### config.mk
export PLATFORM = sky130hd
export DESIGN_NAME = instr_issue
export DESIGN_NICKNAME = d
export VERILOG_FILES = /design/src/rtl/isa_pkg.sv /design/src/rtl/instr_issue_fifo.sv /design/src/rtl/instr_issue.sv
export SDC_FILE = /design/constraint.sdc
export NUM_CORES = 1
export LEC_CHECK = 0
export ABC_AREA = 0
export CAP_MARGIN = 40
export CELL_PAD_IN_SITES_DETAIL_PLACEMENT = 1
export CELL_PAD_IN_SITES_GLOBAL_PLACEMENT = 1
export CORE_AREA = 2 2 82 84
export CTS_BUF_LIST = sky130_fd_sc_hd__clkbuf_8
export DETAILED_ROUTE_END_ITERATION = 6
export DIE_AREA = 0 0 84 86
export GPL_TIMING_DRIVEN = 0
export HOLD_SLACK_MARGIN = 0.05
export PLACE_DENSITY = 0.88
export SYNTH_ARGS = -nofsm -noshare
export SYNTH_HDL_FRONTEND = slang
export SYNTH_SLANG_ARGS = --single-unit
### constraint.sdc
create_clock -name clk -period 4.32 [get_ports clk]
set_input_delay 0.864 -clock clk [delete_from_list [all_inputs] [get_ports clk]]
set_output_delay 0.864 -clock clk [all_outputs]
set_load 0.005 [all_outputs]
### src/rtl/isa_pkg.sv
// Instruction-set constants, field positions and issue FSM state type shared by
// the instruction-issue front end and its FIFO.
package isa_pkg;

    localparam int INSTR_W = 16;

    localparam logic [2:0] OP_ALU = 3'b101;
    localparam logic [2:0] OP_MOV = 3'b110;

    // ALU_op encodings under OP_ALU
    localparam logic [1:0] ALU_ADD = 2'b00;
    localparam logic [1:0] ALU_CMP = 2'b01;
    localparam logic [1:0] ALU_AND = 2'b10;
    localparam logic [1:0] ALU_MVN = 2'b11;

    // ALU_op encodings under OP_MOV
    localparam logic [1:0] MOV_REG = 2'b00;
    localparam logic [1:0] MOV_IMM = 2'b10;

    localparam logic [1:0] RS_RM   = 2'b00;
    localparam logic [1:0] RS_RD   = 2'b01;
    localparam logic [1:0] RS_RN   = 2'b10;
    localparam logic [1:0] RS_NONE = 2'b11;

    localparam int OPC_HI   = 15;
    localparam int OPC_LO   = 13;
    localparam int ALU_HI   = 12;
    localparam int ALU_LO   = 11;
    localparam int RN_HI    = 10;
    localparam int RN_LO    = 8;
    localparam int RD_HI    = 7;
    localparam int RD_LO    = 5;
    localparam int SH_HI    = 4;
    localparam int SH_LO    = 3;
    localparam int RM_HI    = 2;
    localparam int RM_LO    = 0;
    localparam int IMM8_MSB = 7;
    localparam int IMM5_MSB = 4;

    typedef enum logic [1:0] {
        IDLE  = 2'b00,
        ISSUE = 2'b01,
        RUN   = 2'b10
    } issue_state_t;

    function automatic logic is_legal(input logic [INSTR_W-1:0] instr);
        logic [2:0] opc;
        logic [1:0] aop;
        opc = instr[OPC_HI:OPC_LO];
        aop = instr[ALU_HI:ALU_LO];
        is_legal = (opc == OP_ALU) ||
                   ((opc == OP_MOV) && ((aop == MOV_REG) || (aop == MOV_IMM)));
    endfunction

endpackage

### src/rtl/instr_issue_fifo.sv
// Small power-of-two instruction queue; writes are dropped when full and pops
// are ignored when empty, so callers may drive push/pop unconditionally.
module instr_fifo #(
    parameter int DEPTH = 2,
    parameter int WIDTH = 16
) (
    input  logic                         clk,
    input  logic                         rst_n,
    input  logic                         push,
    input  logic [WIDTH-1:0]             wdata,
    input  logic                         pop,
    output logic [WIDTH-1:0]             rdata,
    output logic [$clog2(DEPTH+1)-1:0]   count,
    output logic                         full,
    output logic                         empty
);

    localparam int PW = (DEPTH > 1) ? $clog2(DEPTH) : 1;
    localparam int CW = $clog2(DEPTH + 1);

    logic [WIDTH-1:0] r_mem [DEPTH];
    logic [PW-1:0]    r_wr_ptr;
    logic [PW-1:0]    r_rd_ptr;
    logic [CW-1:0]    r_count;
    logic             w_push_ok;
    logic             w_pop_ok;

    assign full      = (r_count == CW'(DEPTH));
    assign empty     = (r_count == '0);
    assign count     = r_count;
    assign rdata     = r_mem[r_rd_ptr];
    assign w_push_ok = push && !full;
    assign w_pop_ok  = pop && !empty;

    // Pointers wrap naturally because DEPTH is a power of two.
    always_ff @(posedge clk) begin
        if (!rst_n) begin
            r_wr_ptr <= '0;
            r_rd_ptr <= '0;
            r_count  <= '0;
        end else begin
            if (w_push_ok) r_wr_ptr <= r_wr_ptr + PW'(1);
            if (w_pop_ok)  r_rd_ptr <= r_rd_ptr + PW'(1);
            case ({w_push_ok, w_pop_ok})
                2'b10:   r_count <= r_count + CW'(1);
                2'b01:   r_count <= r_count - CW'(1);
                default: r_count <= r_count;
            endcase
        end
    end

    always_ff @(posedge clk) begin
        if (w_push_ok) r_mem[r_wr_ptr] <= wdata;
    end

endmodule

### src/rtl/instr_issue.sv
// Instruction front end for the datapath controller: queues words, filters
// illegal encodings, latches the IR and handshakes start/waiting.
module instr_issue
    import isa_pkg::*;
#(
    parameter int DEPTH = 2
) (
    input  logic                clk,
    input  logic                rst_n,
    input  logic                in_valid,
    input  logic [INSTR_W-1:0]  in_instr,
    output logic                in_ready,
    input  logic                waiting,
    input  logic [1:0]          reg_sel,
    output logic                start,
    output logic [2:0]          opcode,
    output logic [1:0]          ALU_op,
    output logic [1:0]          shift_op,
    output logic [2:0]          r_addr,
    output logic [2:0]          w_addr,
    output logic [15:0]         sximm8,
    output logic [15:0]         sximm5,
    output logic                busy,
    output logic                illegal
);

    localparam int CNT_W = $clog2(DEPTH + 1);

    issue_state_t       r_state;
    issue_state_t       w_state_nxt;
    logic [INSTR_W-1:0] r_ir;
    logic               r_illegal;
    logic [INSTR_W-1:0] w_head;
    logic [CNT_W-1:0]   w_count;
    logic               w_full;
    logic               w_empty;
    logic               w_pop;
    logic               w_load_ir;
    logic               w_set_illegal;
    logic [2:0]         w_rn;
    logic [2:0]         w_rd;
    logic [2:0]         w_rm;

    instr_fifo #(
        .DEPTH (DEPTH),
        .WIDTH (INSTR_W)
    ) u_fifo (
        .clk   (clk),
        .rst_n (rst_n),
        .push  (in_valid),
        .wdata (in_instr),
        .pop   (w_pop),
        .rdata (w_head),
        .count (w_count),
        .full  (w_full),
        .empty (w_empty)
    );

    assign in_ready = !w_full;
    assign busy     = (r_state != IDLE) || !w_empty;
    assign illegal  = r_illegal;

    always_ff @(posedge clk) begin
        if (!rst_n) begin
            r_state   <= IDLE;
            r_ir      <= '0;
            r_illegal <= 1'b0;
        end else begin
            r_state <= w_state_nxt;
            if (w_load_ir)     r_ir      <= w_head;
            if (w_set_illegal) r_illegal <= 1'b1;
        end
    end

    // Illegal heads are consumed in IDLE without ever raising start.
    always_comb begin
        w_state_nxt   = r_state;
        w_pop         = 1'b0;
        w_load_ir     = 1'b0;
        w_set_illegal = 1'b0;
        start         = 1'b0;
        case (r_state)
            IDLE: begin
                if ((w_count != '0) && waiting) begin
                    w_pop = 1'b1;
                    if (is_legal(w_head)) begin
                        w_load_ir   = 1'b1;
                        w_state_nxt = ISSUE;
                    end else begin
                        w_set_illegal = 1'b1;
                    end
                end
            end
            ISSUE: begin
                start = waiting;
                if (!waiting) w_state_nxt = RUN;
            end
            RUN: begin
                if (waiting) w_state_nxt = IDLE;
            end
            default: w_state_nxt = IDLE;
        endcase
    end

    assign opcode   = r_ir[OPC_HI:OPC_LO];
    assign ALU_op   = r_ir[ALU_HI:ALU_LO];
    assign shift_op = r_ir[SH_HI:SH_LO];
    assign w_rn     = r_ir[RN_HI:RN_LO];
    assign w_rd     = r_ir[RD_HI:RD_LO];
    assign w_rm     = r_ir[RM_HI:RM_LO];
    assign sximm8   = {{8{r_ir[IMM8_MSB]}}, r_ir[IMM8_MSB:0]};
    assign sximm5   = {{11{r_ir[IMM5_MSB]}}, r_ir[IMM5_MSB:0]};

    // Only MOV immediate writes back to Rn; everything else targets Rd.
    assign w_addr = ((opcode == OP_MOV) && (ALU_op == MOV_IMM)) ? w_rn : w_rd;

    always_comb begin
        r_addr = 3'b000;
        case (reg_sel)
            RS_RN:   r_addr = w_rn;
            RS_RD:   r_addr = w_rd;
            RS_RM:   r_addr = w_rm;
            default: r_addr = 3'b000;
        endcase
    end

endmodule
==> results of run 1 <==
cell usage in the layout, fill, tap and decap left out, drive strengths merged, types with 2 or more instances in the layout:
| cell type | instances |
|---|---|
| a21boi | 2 |
| mux2 | 3 |
| clkinv | 2 |
| o21a | 4 |
| o211a | 14 |
| clkbuf | 7 |
| nand2b | 3 |
| edfxtp | 32 |
| buf | 46 |
| nor2 | 6 |
| and2 | 4 |
| nand4 | 14 |
| dfxtp | 24 |
| inv | 2 |
| mux2i | 16 |
| nand2 | 7 |
| clkdlybuf4s50 | 70 |
| xnor2 | 5 |
| o21ai | 5 |
per-layer routing:
metal / track usage / wire length (µm) / vias up
met3: 0.0375 / 309 / 9
met2: 0.289 / 2830 / 66
li1: - / - / 857
met5: 0 / 0 / -
met1: 0.203 / 2380 / 831
met4: 0.0543 / 111 / 0
power groups by stage:
| stage | Sequential, mW | Clock (mW) | Combinational, mW |
|---|---|---|---|
| detailed placement | 0.745 | 0 | 0.645 |
| global route | 0.745 | 0.297 | 0.701 |
| finish | 0.733 | 0.268 | 0.645 |
| CTS | 0.735 | 0.273 | 0.655 |
| global placement | 0.738 | 0 | 0.607 |
| floorplan | 0.725 | 0 | 0.386 |
area by class of cell:
cell class / count / area (µm²) / share of cell area
multi-input cells: 97 / 774 / 0.224
well taps: 77 / 96.3 / 0.0279
plain buffers: 47 / 343 / 0.0993
clock buffers: 5 / 68.8 / 0.0199
repair buffers: 71 / 712 / 0.206
flip-flops and latches: 56 / 1440 / 0.418
inverters: 1 / 3.75 / 0.00109
clock inverters: 3 / 11.3 / 0.00326
sequential cells by signal (all words and copies together) (netlist names), named ones only:
register / flops
illegal: 1
r_state: 2
u_fifo.r_wr_ptr: 1
r_ir: 16
u_fifo.count: 2
u_fifo.r_mem: 32
u_fifo.r_rd_ptr: 1
logic make-up after synthesis:
| family | after synthesis | synth area share |
|---|---|---|
| AO/OA/AOI/OAI | 30 | 0.0996 |
| XOR/XNOR | 5 | 0.0171 |
| adder cells (fa/ha/maj) | 1 | 0.00488 |
| buffers and inverters | 48 | 0.135 |
| flip-flops | 56 | 0.562 |
| multiplexers | 19 | 0.0757 |
| AND/OR/NAND/NOR | 42 | 0.105 |
worst max path at each step:
stage          startpoint         endpoint
4_1_cts        reg_sel[0]        r_addr[2]
3_3_place_gp   reg_sel[0]        r_addr[2]
2_1_floorplan     waiting  u_fifo.count[1]
5_1_grt        reg_sel[0]        r_addr[1]
3_5_place_dp   reg_sel[0]        r_addr[2]
6_report       reg_sel[0]        r_addr[2]
stage by stage:
stage                     power (mW)  cells  worst slack, ns  hold WS, ns
after floorplan                 1.11    201             2.25        0.456
after global placement          1.34    348             1.19        0.468
after detailed placement        1.39    349             1.16        0.468
after CTS                       1.66    357             1.15        0.494
after global routing            1.74    357             1.02        0.522
final                           1.65    357             1.15        0.494
critical path, delay by kind of cell:
kind,cells,cell delay (ns)
AO/OA/AOI/OAI,1,0.08
buffers and inverters,2,1.04
AND/OR/NAND/NOR,2,0.32
synth_stat cells (3+ instances only):
cell type	count
buf_4	39
nand2_1	7
edfxtp_1	32
mux2_1	3
o21a_1	4
mux2i_1	16
o211a_1	14
buf_2	4
nor2_1	6
nand4_1	14
xnor2_1	5
dfxtp_1	24
o21ai_1	3
and2_1	4
==> impl_metrics.py, run 1 <==
metrics = {
    "outcome": {
        "outcome": "complete, no violations",
    },
    "cts": {
        "cts.clk_slew.worst_paths_ns": 0.09,
        "clock_latency_ns": 0.31,
        "holdBufCountCts": 0,
        "cts_buffer_depth": 2,
        "clockRootBuffer": "clkbuf_8",
        "ctsResizeCount": 0,
        "cts_setup_buffers": 0,
        "cts_buffers": 5,
        "cts_tree": "done",
        "cts.sink_count": 56,
        "h-tree-depth": 2,
    },
    "timing": {
        "rsz0062_at_grt": "no",
        "period_share": 0.735,
        "finalHoldViolCount": 0,
        "maxSlewHeadroom": 0.481,
        "finClkSkew_ns": 0.00799,
        "setup_violations": 0,
        "min_period_ns": 3.17,
        "setup_tns_ns": 0,
        "fmax_mhz": 315,
        "worst_pin_slew_ns": 0.778,
        "slew_viol_final": 0,
    },
    "logic_synthesis": {
        "syn_nets": 224,
        "synthArstFlopShare": 0,
        "yosys-top-cells-area": "edfxtp_1 38%, dfxtp_1 19%, buf_4 11%, mux2i_1 6.3%, o211a_1 5.5%",
        "yosysTopAreaCellShare": 0.375,
        "post-synth-top-area-cell": "edfxtp_1",
        "syn_inst": 201,
        "syn_avg_cell_area_um2": 12.7,
        "yosysWarningCount": 0,
        "yosys_most_used_dff": "edfxtp_1",
        "synthDistinctLibCells": 36,
        "syn_area_mm2": 0.00256,
        "synth-seq-area-share": 0.563,
        "ys_ff_latch": 56,
        "synth_edf_count": 32,
    },
    "cells_and_area": {
        "area_growth_pct": 34.7,
        "nFillCells": 659,
        "nets": 302,
        "stdcell_area_mm2": 0.00345,
        "final_layout_size_suffix_gt1_frac": 0.204,
        "final_util": 0.550,
        "antenna_cells": 0,
    },
    "global_routing": {
        "grt.overflow.total": 0,
        "grt_pass1_vias": 1799,
        "track_usage": 0.165,
        "grt_pass1_wl_um": 9400,
        "antenna_found_initial": 0,
        "grt_max_degree": 17,
    },
    "routing": {
        "drtIter0Drc": 76,
        "wl_um": 5630,
        "wl_per_cell_um": 15.8,
        "drt_pre_antenna_iters": 4,
        "drc": 0,
        "vias_per_cell": 4.94,
        "ant_nets": 0,
        "vias": 1763,
    },
    "power": {
        "p_sw_frac": 0.306,
        "switchingPower_mw": 0.503,
        "ir_drop_mv": 0.268,
        "p_clk_frac": 0.163,
        "power-per-cell-area_mw_per_mm2": 477,
        "p_comb_frac": 0.392,
        "leakage_nw": 1.45,
        "seqPwrFrac": 0.445,
        "p_int_mw": 1.14,
    },
    "worst_hold_path": {
        "hold_start": "illegal",
        "min-delay-path-class": "reg2reg",
        "holdPathStages": 1,
        "holdPathEnd": "illegal",
    },
    "worst_setup_path": {
        "max_stage_delay_ns": 0.52,
        "cp_common_cell": "clkdlybuf4s50_1",
        "cpMaxStageDelayCell": "clkdlybuf4s50_1",
        "critical_path_class": "in2out",
        "crit-reg2reg-launch": "u_fifo.count[0]",
        "worst_r2r_path_depth": 7,
        "cp.required_ns": 3.46,
        "r2r_slack_ns": 2.31,
        "rr_endpoint": "u_fifo.count[1]",
        "path_max_fanout": 4,
        "cp.arrival_ns": 2.31,
        "critical_path.endpoint_type": "output port",
        "cp_cell_sequence": "clkdlybuf4s50_1 -> nor2b_1 -> nand2_1 -> o21ai_1 -> clkdlybuf4s50_1",
        "start_kind": "primary input",
    },
    "floorplanning": {
        "die_h_um": 86,
        "rows": 29,
        "io_pins": 71,
        "die_area_mm2": 0.00722,
        "start_util": 0.408,
        "die_w_um": 84,
        "core-area_mm2": 0.00628,
    },
    "placement": {
        "post_dp_cell_area_mm2": 0.00337,
        "dpl.hpwl_um": 4270,
        "port_buffers": 70,
        "place_congestion": 0.734,
    },
    "flow_run": {
        "drv_cap": 0,
    },
}
(Power assumes the default switching activity.)
==> run 2, diff against run 1 <==
- CORE_AREA: 2 2 82 84 -> 2 2 85 87
- DIE_AREA: 0 0 84 86 -> 0 0 87 89
- PLACE_DENSITY: 0.88 -> 0.82
- clock period: 4.32 -> 3.1 ns (I/O delays scaled with it)
==> run 2 against run 1 <==
  * Non-clock buffer count stayed put
  * Critical path depth did not move
  * Wire length fell by 7.3%
  * Via count down 1.3%
  * Clock power up 48%
  * Worst hold slack worse by 0.00077 ns
  * Global-route usage decreased by 2.3 points
  * Sequential cell count is the same
  * Power is 39% higher
  * Critical path type unchanged
  * Setup slack worse by 0.74 ns
  * Clock skew fell by 0.0021 ns
==> impl_metrics.py, run 2 (same netlist as run 1, synthesis figures left out) <==
metrics = {
    "cts": {
        "h-tree-depth": 2,
        "clockRootBuffer": "clkbuf_8",
        "cts.clk_slew.worst_paths_ns": 0.10,
        "cts_setup_buffers": 0,
        "cts_buffers": 5,
        "holdBufCountCts": 0,
        "cts_tree": "done",
        "cts_buffer_depth": 2,
        "clock_latency_ns": 0.30,
        "cts.sink_count": 56,
        "ctsResizeCount": 0,
    },
    "worst_setup_path": {
        "rr_endpoint": "u_fifo.count[1]",
        "crit-reg2reg-launch": "r_state[0]",
        "r2r_slack_ns": 1.13,
        "cp.arrival_ns": 2.07,
        "worst_r2r_path_depth": 7,
        "path_max_fanout": 4,
        "critical_path_class": "in2out",
        "start_kind": "primary input",
        "critical_path.endpoint_type": "output port",
        "cp.required_ns": 2.48,
    },
    "floorplanning": {
        "io_pins": 71,
        "die_area_mm2": 0.00774,
        "start_util": 0.381,
        "die_h_um": 89,
        "die_w_um": 87,
        "rows": 30,
        "core-area_mm2": 0.00672,
    },
    "cells_and_area": {
        "area_growth_pct": 35.2,
        "nFillCells": 687,
        "reg_top3": "u_fifo.r_mem: 32 flops, r_ir: 16 flops",
        "largest_reg_flops": 32,
        "nets": 302,
        "mostFrequentLayoutCells": "70 x clkdlybuf4s50_1, 40 x buf_4, 32 x edfxtp_1, 24 x dfxtp_1, 16 x mux2i_1",
        "antenna_cells": 0,
        "final_layout_size_suffix_gt1_frac": 0.214,
        "mostFrequentLayoutCell": "clkdlybuf4s50_1",
        "final_cells": 360,
        "regMostFlops": "u_fifo.r_mem",
    },
    "flow_run": {
        "drv_cap": 0,
    },
    "worst_hold_path": {
        "holdPathStages": 1,
        "min-delay-path-class": "reg2reg",
        "holdPathEnd": "illegal",
        "hold_start": "illegal",
    },
    "routing": {
        "drt_pre_antenna_iters": 4,
        "drc": 0,
        "vias_per_cell": 4.83,
        "ant_nets": 0,
        "wl_per_cell_um": 14.5,
        "drtIter0Drc": 71,
        "wl_um": 5220,
        "vias": 1740,
    },
    "timing": {
        "maxSlewHeadroom": 0.500,
        "finClkSkew_ns": 0.00588,
        "rsz0062_at_grt": "no",
        "slew_viol_final": 0,
        "worst_pin_slew_ns": 0.748,
        "fmax_mhz": 371,
        "setup_violations": 0,
        "finalHoldViolCount": 0,
        "period_share": 0.869,
        "setup_tns_ns": 0,
        "min_period_ns": 2.69,
    },
    "placement": {
        "dp.cells": 352,
        "dpl.hpwl_um": 4100,
        "port_buffers": 70,
        "place_congestion": 0.714,
    },
    "global_routing": {
        "grt_max_degree": 19,
        "antenna_found_initial": 0,
        "grt_pass1_vias": 1733,
        "grt.overflow.total": 0,
        "grt_pass1_wl_um": 8510,
        "track_usage": 0.142,
    },
    "power": {
        "ir_drop_mv": 0.316,
        "leakage_nw": 1.45,
        "power-per-cell-area_mw_per_mm2": 662,
    },
    "outcome": {
        "outcome": "complete, no violations",
    },
}
## run 2: area by class of cell
type,count,area [µm²],area share
clock buffers,5,68.8,0.0199
flip-flops and latches,56,1440,0.416
inverters,1,3.75,0.00108
multi-input cells,97,774,0.224
repair buffers,71,708,0.204
plain buffers,47,343,0.0990
clock inverters,3,23.8,0.00686
well taps,80,100,0.0289
## run 2: layer usage
metal | GRT usage | up-vias | wire length [µm]
met1 | 0.177 | 809 | 2350
met3 | 0.0295 | 6 | 307
met2 | 0.238 | 67 | 2450
li1 | - | 858 | -
met4 | 0.0653 | 0 | 109
met5 | 0 | - | 0
## run 2: worst max-delay path by stage
stage | from | end | slack, ns | depth (start not counted)
after global placement | reg_sel[0] | r_addr[2] | 0.45 | 5
final | reg_sel[0] | r_addr[1] | 0.41 | 5
after detailed placement | reg_sel[0] | r_addr[1] | 0.40 | 5
after floorplan | waiting | u_fifo.count[1] | 1.28 | 6
after CTS | reg_sel[0] | r_addr[1] | 0.40 | 5
after global routing | reg_sel[0] | r_addr[2] | 0.32 | 5
## run 2: power breakdown
group          internal [mW]  switching [mW]
clock                  0.160           0.236
sequential             0.932          0.0844
combinational          0.505           0.375
total                   1.60           0.695
## run 2: worst max-delay path, stage by stage
cell and delay (ns):
clkdlybuf4s50_1 0.53, nor2b_1 0.22, nand2_1 0.09, o21ai_1 0.08
clkdlybuf4s50_1 0.53
## run 2: per-stage QoR
step                power [mW]  hold slack (ns)  utilization  cell area (µm²)  setup slack, ns
global route              2.44            0.524        0.515             3460            0.320
detailed placement        1.92            0.475        0.502             3370            0.399
CTS                       2.32            0.499        0.515             3460            0.396
finish                    2.29            0.493        0.515             3460            0.407
global placement          1.88            0.469        0.501             3360            0.454
floorplan                 1.55            0.456            -             2560             1.28
==> run 3, diff against run 2 <==
- RECOVER_POWER: default -> 100
==> run 3 against run 2 <==
  * Critical endpoint unchanged
  * Highest routed layer unchanged
  * Sequential cell count unchanged
  * Setup slack lost 0.13 ns
  * Clock power about the same
  * Global-route usage unchanged
  * First-iteration DRC count fell by 1.4%
  * Power fell by 2.8%
==> impl_metrics.py, run 3 (same netlist as run 1, synthesis figures left out) <==
metrics = {
    "cts": {
        "clockRootBuffer": "clkbuf_8",
        "cts.clk_slew.worst_paths_ns": 0.10,
        "cts_buffers": 5,
        "clock_latency_ns": 0.30,
        "ctsResizeCount": 0,
        "cts_setup_buffers": 0,
        "cts_buffer_depth": 2,
        "cts_tree": "done",
        "cts.sink_count": 56,
        "holdBufCountCts": 0,
        "h-tree-depth": 2,
    },
    "worst_setup_path": {
        "cp_common_cell": "dlygate4sd3_1",
        "cp.required_ns": 2.48,
        "worst_r2r_path_depth": 7,
        "cp_cell_sequence": "dlygate4sd3_1 -> nor2b_1 -> nand2_1 -> o21ai_1 -> dlygate4sd3_1",
        "critical_path_class": "in2out",
        "crit-reg2reg-launch": "u_fifo.count[0]",
        "start_kind": "primary input",
        "path_max_fanout": 4,
        "cpMaxStageDelayCell": "dlygate4sd3_1",
        "critical_path.endpoint_type": "output port",
        "max_stage_delay_ns": 0.60,
        "r2r_slack_ns": 0.80,
        "rr_endpoint": "u_fifo.count[1]",
        "cp.arrival_ns": 2.20,
    },
    "global_routing": {
        "grt_max_degree": 19,
        "grt.overflow.total": 0,
        "antenna_found_initial": 0,
        "grt_pass1_vias": 1733,
        "track_usage": 0.142,
        "grt_pass1_wl_um": 8510,
    },
    "power": {
        "power-per-cell-area_mw_per_mm2": 650,
        "ir_drop_mv": 0.316,
        "leakage_nw": 1.47,
    },
    "cells_and_area": {
        "final_layout_size_suffix_gt1_frac": 0.193,
        "reg_top3": "u_fifo.r_mem: 32 flops, r_ir: 16 flops",
        "antenna_cells": 0,
        "regMostFlops": "u_fifo.r_mem",
        "stdcell_area_mm2": 0.00343,
        "area_growth_pct": 33.7,
        "largest_reg_flops": 32,
        "nets": 302,
        "final_cells": 360,
        "mostFrequentLayoutCells": "40 x dlygate4sd3_1, 32 x edfxtp_1, 30 x clkdlybuf4s50_1, 28 x clkbuf_4, 24 x dfxtp_1",
        "mostFrequentLayoutCell": "dlygate4sd3_1",
    },
    "routing": {
        "wl_um": 5170,
        "wl_per_cell_um": 14.4,
        "ant_nets": 0,
        "drt_pre_antenna_iters": 4,
        "drc": 0,
        "vias": 1736,
        "vias_per_cell": 4.82,
        "drtIter0Drc": 70,
    },
    "floorplanning": {
        "rows": 30,
        "core-area_mm2": 0.00672,
        "io_pins": 71,
        "die_area_mm2": 0.00774,
        "die_h_um": 89,
        "die_w_um": 87,
        "start_util": 0.381,
    },
    "timing": {
        "slew_viol_final": 0,
        "setup_ws_ns": 0.279,
        "finClkSkew_ns": 0.00628,
        "finalHoldViolCount": 0,
        "worst_pin_slew_ns": 0.841,
        "fmax_mhz": 355,
        "min_period_ns": 2.82,
        "period_share": 0.910,
        "setup_tns_ns": 0,
        "rsz0062_at_grt": "no",
        "setup_violations": 0,
        "maxSlewHeadroom": 0.435,
    },
    "outcome": {
        "outcome": "complete, no violations",
    },
    "worst_hold_path": {
        "hold_start": "illegal",
        "holdPathStages": 1,
        "holdPathEnd": "illegal",
        "min-delay-path-class": "reg2reg",
    },
    "flow_run": {
        "drv_cap": 0,
    },
    "placement": {
        "place_congestion": 0.714,
        "dpl.hpwl_um": 4100,
        "dp_slack_ns": 0.399,
        "post_dp_cell_area_mm2": 0.00337,
        "port_buffers": 70,
        "dp.cells": 352,
    },
}
==> run 3: cell count changes in the layout (fill, tap and decap cells not counted), moves of 2 or more <==
cell / delta
buf_4: -29
dlygate4sd3_1: +40
clkdlybuf4s50_1: -40
and2_1: -2
clkbuf_4: +28
clkbuf_1: +3
and2_0: +2
==> run 3: report_power, final <==
| group | internal (mW) | switching, mW |
|---|---|---|
| Sequential | 0.933 | 0.0824 |
| Clock | 0.160 | 0.235 |
| Combinational | 0.457 | 0.361 |
==> run 3: metal layers <==
layer,part of all wire,global-route usage,wire length [µm]
met5,0,0,0
met2,0.47,0.238,2440
met4,0.021,0.0653,109
met3,0.058,0.0295,298
met1,0.45,0.177,2320
==> run 3: final cells by class <==
type / count / area, µm²
Fill cell: 691 / 3290
Clock inverter: 3 / 23.8
Inverter: 1 / 3.75
Timing Repair Buffer: 71 / 704
Clock buffer: 5 / 68.8
Sequential cell: 56 / 1440
Tap cell: 80 / 100
Multi-Input combinational cell: 97 / 751
Buffer: 47 / 334
==> run 3: how the worst max path moves through the flow <==
stage,start,endpoint,cells past startpoint
after detailed placement,reg_sel[0],r_addr[1],5
after global placement,reg_sel[0],r_addr[2],5
final,reg_sel[0],r_addr[1],5
after floorplan,waiting,u_fifo.count[1],6
after CTS,reg_sel[0],r_addr[1],5
after global routing,reg_sel[0],r_addr[1],5
==> run 3: metrics by stage <==
stage          utilization  total power [mW]  hold slack, ns
3_3_place_gp         0.501              1.88           0.469
4_1_cts              0.515              2.32           0.499
6_report             0.510              2.23           0.488
5_1_grt              0.510              2.38           0.527
3_5_place_dp         0.502              1.92           0.475
2_1_floorplan            -              1.55           0.456
==> run 3: critical path: cells and delay by family <==
kind / cells / cell delay [ns]
AOI/OAI and AO/OA: 1 / 0.08
buffers and inverters: 2 / 1.20
and+or+nand+nor: 2 / 0.31
==> patch: new RTL, config.mk and constraints of run 3 <==
Reset style: asynchronous (`rst_n`), changed in 2 clocked blocks.
--- a/src/rtl/instr_issue_fifo.sv
+++ b/src/rtl/instr_issue_fifo.sv
@@ -33,7 +33,7 @@
     assign w_pop_ok  = pop && !empty;
 
     // Pointers wrap naturally because DEPTH is a power of two.
-    always_ff @(posedge clk) begin
+    always_ff @(posedge clk or negedge rst_n) begin
         if (!rst_n) begin
             r_wr_ptr <= '0;
             r_rd_ptr <= '0;
--- a/src/rtl/instr_issue.sv
+++ b/src/rtl/instr_issue.sv
@@ -60,7 +60,7 @@
     assign busy     = (r_state != IDLE) || !w_empty;
     assign illegal  = r_illegal;
 
-    always_ff @(posedge clk) begin
+    always_ff @(posedge clk or negedge rst_n) begin
         if (!rst_n) begin
             r_state   <= IDLE;
             r_ir      <= '0;
Behaviour: differs if rst_n is asserted again (counterexample within 4 cycles, from zero or initial values and one cycle with rst_n low); with rst_n held inactive, the same outputs for 10 cycles.
==> patch against run 3 <==
Maximum frequency decreased by 0.13%. Power increased by 45%. Non-clock buffer count decreased by 4. Area after synthesis decreased by 0.44%. Wire length decreased by 4.2%. Utilization decreased by 0.60 points. Final area decreased by 1.2%. Clock power decreased by 6.3%. Worst setup slack got worse by 0.0036 ns. Hold slack improved by 0.0053 ns. Sequential cell count decreased by 1. Critical path type unchanged.
==> patch: results (changes against run 3) <==
status=completed; leakage power=0.00134 µW (-8.8%); global-route wire length before repair=7780 µm (-8.6%); Worst IR Drop VDD=328 µV (+4.0%); Clock Latency Late Sink=~0.31 ns; total power=3240 µW (+45%); worst-margin pin slew=0.957 ns (+0.116 ns); Root Buffer=clkbuf_8; crit path from=reg_sel[1]; sw power=961 µW (+42%); met1 wire length=2080 µm (-10%); worst setup path end=r_addr[1]; Synth cell types=30 (-17%); Setup Slack @ Placement=0.367 ns (-0.0312 ns); DR pass1 iterations=4 (unchanged); initial detailed-routing violation count=47 (-33%); port buffer count=70 (unchanged); hold depth=1 (unchanged); total wire length=4950 µm (-4.2%); largest net degree at the start of global routing=19 (unchanged); fin crit share=91.1% (+0.12 points); worst min path class=flip-flop to flip-flop; path depth of the worst reg2reg path=5 (-2); Synth Warn #=0 (unchanged); combinational power=1630 µW (+100%); final clock skew=0.00537 ns (-0.000906 ns); share of cells above drive strength 1=28.3% (+9.1 points); vias in the first global route=1537 (-11%); Via-to-Cell Ratio=4.49 (-7.0%); DR top layer=met4; Reg-to-Reg End=r_ir[5]$_DFFE_PN0P_; Mapped Nets=197 (-12%); Final Non-Filler Cells=334 (-7.2%); HPWL Detailed=3820 µm (-6.8%); sequential power share=38.1% (-7.4 points); ys async rst share=41.8% (+42 points); critical path's slowest cell=dlygate4sd3_1; WL met2=2550 µm (+4.3%); Top delay family on crit path=buffers and inverters; register area share after synthesis=60.2% (+4.0 points); Synth area leaders=edfxtp_1 38%, dfrtp_1 23%, buf_4 11%; # nets final=276 (-8.6%); slowest stage delay, CP=0.63 ns (+0.03 ns); most common library cells after synthesis=39 x buf_4, 32 x edfxtp_1, 23 x dfrtp_1, 23 x mux2_2; Largest regs=u_fifo.r_mem: 32 flops, r_ir: 16 flops; Mapped Cells=174 (-13%); GPL Wtd Cong=0.757 (+6.0%); Post-DP Area=0.00339 mm² (+0.48%); met3 WL post-DR=265 µm (-11%); Worst Path Max Fanout=4 (unchanged); all-layer global routing usage=13.3% (-0.90 points); ys flop type=edfxtp_1; R2R Setup Slk=0.74 ns (-0.06 ns); worst r2r src=r_state[0]$_DFFE_PN0P_
## patch: worst reg2reg max path, delay by kind of cell (launching register included)
kind | cells | cell delay, ns
multiplexers | 1 | 0.39
AO/OA/AOI/OAI | 1 | 0.53
AND/OR/NAND/NOR | 2 | 0.40
flip-flops | 1 | 0.42
buffers and inverters | 1 | 0.51
## patch: final cells by class
| type | instances | area (µm²) |
|---|---|---|
| Fill cell | 678 | 3330 |
| Sequential cell | 55 | 1540 |
| Timing Repair Buffer | 72 | 708 |
| Multi-Input combinational cell | 74 | 639 |
| Buffer | 42 | 312 |
| Tap cell | 80 | 100 |
| Clock buffer | 5 | 68.8 |
| Clock inverter | 3 | 11.3 |
| Inverter | 3 | 11.3 |
## patch: how the worst min path moves through the flow
| stage | from | endpoint | slack [ns] |
|---|---|---|---|
| finish | illegal$_DFFE_PN0P_ | illegal$_DFFE_PN0P_ | 0.49 |
| global placement | illegal$_DFFE_PN0P_ | illegal$_DFFE_PN0P_ | 0.46 |
| global route | illegal$_DFFE_PN0P_ | illegal$_DFFE_PN0P_ | 0.53 |
| detailed placement | illegal$_DFFE_PN0P_ | illegal$_DFFE_PN0P_ | 0.48 |
| floorplan | rst_n | illegal$_DFFE_PN0P_ | 0.32 |
| CTS | illegal$_DFFE_PN0P_ | illegal$_DFFE_PN0P_ | 0.51 |
## patch: cell families after synthesis
kind of cell    Yosys count  synth area share [%]
mux                      34                  15.8
buf+inv                  45                  13.1
xor+xnor                  6                  2.06
fa+ha+maj                 1                 0.490
compound gates            9                  2.94
flops                    55                  60.2
simple gates             24                  5.35
## patch: metal layers
metal | vias up | GRT usage [%]
li1 | 727 | -
met1 | 714 | 15.7
met2 | 51 | 23.7
met3 | 6 | 3.60
met4 | 0 | 4.26
met5 | - | 0
